File: config.mk
export PLATFORM = sky130hd
export DESIGN_NAME = stream_maxpool
export DESIGN_NICKNAME = d
export VERILOG_FILES = /design/src/rtl/pool_pkg.sv /design/src/rtl/stream_maxpool.sv
export SDC_FILE = /design/constraint.sdc
export NUM_CORES = 1
export LEC_CHECK = 0
export ABC_CLOCK_PERIOD_IN_PS = 2300
export BUFFER_PORTS_ARGS = -buffer_cell sky130_fd_sc_hd__clkbuf_2
export CAP_MARGIN = 10
export CORE_UTILIZATION = 35
export CTS_CLUSTER_SIZE = 24
export DETAILED_ROUTE_END_ITERATION = 10
export PLACE_DENSITY_LB_ADDON = 0.08
export SYNTH_ARGS = -nofsm -noshare
export SYNTH_HDL_FRONTEND = slang
export SYNTH_SLANG_ARGS = --single-unit
File: constraint.sdc
create_clock -name clk -period 2.3 [get_ports clk]
set_input_delay 0.23 -clock clk [delete_from_list [all_inputs] [get_ports clk]]
set_output_delay 0.23 -clock clk [all_outputs]
set_load 0.03 [all_outputs]
File: src/rtl/pool_pkg.sv
// pool_pkg: shared helpers for the pooling stages.
//   pool_fn#(W)::smax(a, b) - signed maximum of two W-bit two's complement values
//   outlen(len, k)          - number of pooled outputs for a frame of len samples
//                             with non-overlapping windows of k (last window may be partial)
package pool_pkg;

  // Wrapped in a parameterized class so the same max helper can be reused at
  // any sample width by later pooling variants.
  virtual class pool_fn #(parameter int W = 8);
    static function logic signed [W-1:0] smax(input logic signed [W-1:0] a,
                                              input logic signed [W-1:0] b);
      return (a > b) ? a : b;
    endfunction
  endclass

  function automatic int outlen(input int len, input int k);
    return (len + k - 1) / k;
  endfunction

endpackage

File: src/rtl/stream_maxpool.sv
// stream_maxpool: 1-D max pooling over a valid/ready sample stream.
// Each frame of LEN signed samples is split into non-overlapping windows of K
// samples; the signed maximum of each window is emitted on a registered
// valid/ready output. A short final window (LEN mod K != 0) emits the max of
// the samples it holds.
// Ports:
//   clk, reset       clock, synchronous active-high reset
//   s_data_in        signed input sample (WIDTH)
//   s_valid/s_ready  input handshake
//   m_data_out       signed pooled maximum (WIDTH)
//   m_valid/m_ready  output handshake
//   frame_done       one-cycle pulse after the last sample of a frame is accepted
module stream_maxpool
  import pool_pkg::*;
#(
  parameter int WIDTH  = 8,
  parameter int LEN    = 5,
  parameter int K      = 2,
  parameter int LOGLEN = 3
) (
  input  logic                    clk,
  input  logic                    reset,
  input  logic signed [WIDTH-1:0] s_data_in,
  input  logic                    s_valid,
  output logic                    s_ready,
  output logic signed [WIDTH-1:0] m_data_out,
  output logic                    m_valid,
  input  logic                    m_ready,
  output logic                    frame_done
);

  localparam logic [LOGLEN-1:0] W_LAST = LOGLEN'(K - 1);
  localparam logic [LOGLEN-1:0] I_LAST = LOGLEN'(LEN - 1);

  logic signed [WIDTH-1:0] acc;
  logic signed [WIDTH-1:0] out_reg;
  logic signed [WIDTH-1:0] cand;
  logic [LOGLEN-1:0]       wcnt;
  logic [LOGLEN-1:0]       idx;
  logic                    acc_in;
  logic                    last_in_frame;
  logic                    win_close;

  // A sample can only be taken when the output slot is free or being drained
  // this cycle, so a closing sample never overwrites an unconsumed result.
  assign s_ready       = !reset && (!m_valid || m_ready);
  assign acc_in        = s_valid && s_ready;
  assign last_in_frame = (idx == I_LAST);
  assign win_close     = (wcnt == W_LAST) || last_in_frame;

  // First sample of a window replaces the stale running max.
  assign cand = (wcnt == '0) ? s_data_in : pool_fn#(WIDTH)::smax(acc, s_data_in);

  assign m_data_out = out_reg;

  always_ff @(posedge clk) begin
    if (reset) begin
      acc        <= '0;
      out_reg    <= '0;
      m_valid    <= 1'b0;
      wcnt       <= '0;
      idx        <= '0;
      frame_done <= 1'b0;
    end else begin
      frame_done <= acc_in && last_in_frame;

      // A load wins over a drain: with both in the same cycle the slot stays full.
      if (acc_in && win_close) begin
        m_valid <= 1'b1;
      end else if (m_ready) begin
        m_valid <= 1'b0;
      end

      if (acc_in) begin
        if (win_close) begin
          out_reg <= cand;
          wcnt    <= '0;
          idx     <= last_in_frame ? '0 : idx + LOGLEN'(1);
        end else begin
          acc  <= cand;
          wcnt <= wcnt + LOGLEN'(1);
          idx  <= idx + LOGLEN'(1);
        end
      end
    end
  end

endmodule

==> flow_summary.ini <==
[status]
run_status = completed

[sta]
timing.setup.tns_ns = 0
tightest_slew_ns = 0.6945
rsz0062_at_grt = no
min_period_ns = 2.107
finalHoldViolCount = 0
slew_viol_final = 0
skew_ns = 0.001131
fmax_mhz = 474.6
setup_ws_ns = 0.1928
min_period_over_period_pct = 91.62
slew_headroom_pct = 53.50
final-setup-viol-count = 0

[yosys]
netlist_instances = 155
syn_nets = 180
synth_seq_area_share_pct = 36.99
syn_avg_cell_area_um2 = 8.379
syn_area_um2 = 1299
ys_warn_count = 0
ys_types = 33
synth_seq_cells = 24

[critical_path]
crit_required_ns = 2.46
crit_type = flop to flop
critPathLaunchType = flop
critPathArrivalTime_ns = 2.26
path_max_fanout = 6
end_kind = flop

[grt]
overflow = 0
antenna_found_initial = 0
grt_max_degree = 18
grt_util_all_layers_pct = 15.93
grt_pass1_wl_um = 5030
grt_pass1_vias = 1103

[place]
numPortBuffers = 22
numPlacedInstances = 224
placed_cell_area_um2 = 1483
place_ws_ns = 0.02317
hpwl_um = 2129
gp_congestion = 0.8057

[cells_and_area]
final-seq-area_um2 = 480.5
syn_to_final_growth_pct = 18.30
fin_area_um2 = 1536
layout.nets = 208
most-common-layout-cells = 24 x dfxtp_1, 22 x clkbuf_2, 17 x a21oi_1
fillers = 366
stdcell_count = 227
multi_input_area_um2 = 738.2
layout_commonest_cell = dfxtp_1
drive_above_1_share_pct = 19.89
diodes = 0

[floorplanning]
num_io_pins = 23
die_w_um = 62.92
start_util_pct = 37.73
placementRows = 21
core_area_um2 = 3442
fp.dieH_um = 62.92
die_area_um2 = 3958

[detailed_routing]
wl_um = 2856
postRouteAntennaNets = 0
dr_wl_met2_um = 1211
route.detailed.drc = 0
dr.pass1.iters = 4
vias_per_cell = 5.154
vias = 1170
wl_per_cell_um = 12.58
wl_met1_um = 1507
top_layer = met4
dr_wl_met3_um = 104
drtIter0Drc = 68

[clock_tree]
cts_tree = yes
postCtsHoldBufs = 0
cts.sinks = 24
insertion_delay_ns = 0.26
cts_buffer_depth = 2
cts_root_buffer = clkbuf_8
path_clk_slew_ns = 0.08
cts_buffers = 3
htree_num_levels = 1

[flow_run]
maxCapViolations = 0

[pwr]
power_density_nw_per_um2 = 602.9
fin_total_pwr_mw = 0.9264
irDropWorstVdd_v = 0.0002236
p_leak_nw = 0.7194

[worst_hold_path]
hp-class = input port to flop
## per-stage QoR
stage | util, % | hold WS [ns]
2_1_floorplan | - | 0.3734
3_3_place_gp | 43.08 | 0.4636
3_5_place_dp | 43.08 | 0.4745
4_1_cts | 44.27 | 0.2230
5_1_grt | 44.64 | 0.2399
6_report | 44.64 | 0.2309
## critical path, cell delays in order, from the launching register on
cell	delay, ns
dfxtp_1	0.33
ha_1	0.33
or3b_1	0.38
a211oi_1	0.33
or3_4	0.24
o21ai_4	0.09
buf_4	0.19
mux2i_1	0.12
## cell usage after synthesis (all sizes together)
| cell type | instances | area (um2) |
|---|---|---|
| inv | 16 | 60.06 |
| o22ai | 1 | 6.260 |
| o211ai | 1 | 7.510 |
| nor3 | 3 | 15.01 |
| a22o | 1 | 8.760 |
| mux2i | 7 | 70.07 |
| dfxtp | 24 | 480.5 |
| mux2 | 1 | 15.01 |
| nand4 | 2 | 12.51 |
| clkbuf | 2 | 7.510 |
| o211a | 1 | 10.01 |
| a211oi | 1 | 7.510 |
| a21oi | 17 | 85.08 |
| o21ai | 12 | 71.32 |
| nand2b | 1 | 6.260 |
| clkinv | 1 | 3.750 |
| a31oi | 8 | 50.05 |
| a21boi | 1 | 7.510 |
| and2 | 1 | 6.260 |
| and4 | 1 | 8.760 |
| nand3b | 1 | 7.510 |
| ha | 13 | 162.7 |
| a21o | 1 | 7.510 |
| or3b | 1 | 8.760 |
| buf | 3 | 21.27 |
| and3 | 2 | 12.51 |
| nand3 | 10 | 50.05 |
| or3 | 1 | 6.260 |
| nand2 | 12 | 45.04 |
| nor2 | 8 | 30.03 |
| o31ai | 1 | 7.510 |
## state kept, by name (all words and copies together) (netlist names)
register / count
acc: 8
m_data_out: 8
idx: 3
wcnt: 3
frame_done: 1
m_valid: 1
## what timing repair did
action                     4_1_cts  5_1_grt
setup endpoints to repair        0        8
gates resized for setup          0        3
buffers inserted                 0        0
## path summary, 6_finish.rpt
path | startpoint | end | slack, ns | depth (start not counted)
worst min-delay path | s_data_in[7] | acc[7] | 0.23 | 3
worst max-delay path | acc[7] | acc[4] | 0.19 | 7
worst min register to register | acc[2] | acc[2] | 0.48 | 2
worst max register to register | acc[7] | acc[4] | 0.19 | 7
## cell families (layout without fill, tap and decap cells)
logic type | Yosys count | count (layout) | share of synthesized area, %
simple gates | 43 | 43 | 16.09
compound gates | 45 | 45 | 20.71
buf+inv | 22 | 48 | 7.129
fa+ha+maj | 13 | 13 | 12.52
mux | 8 | 8 | 6.551
flops | 24 | 24 | 36.99
## layer usage
metal  up-vias  GRT usage [%]
met5         -              0
met4         0          5.523
met1       541          22.12
li1        602              -
met3         4          3.102
met2        23          24.19
## report_power, final
group	switching, mW	total, mW	internal, mW
clock network	0.125	0.242	0.117
logic	0.138	0.225	0.0871
registers	0.0178	0.460	0.442
## layout make-up
class	instances	share of cell area, %
clock buffer	3	2.687
sequential	24	31.27
timing repair buffer	28	10.10
multi-input combinational	109	48.05
inverter	17	4.153
tap	46	3.746
Power figures use the tool's default switching activity.
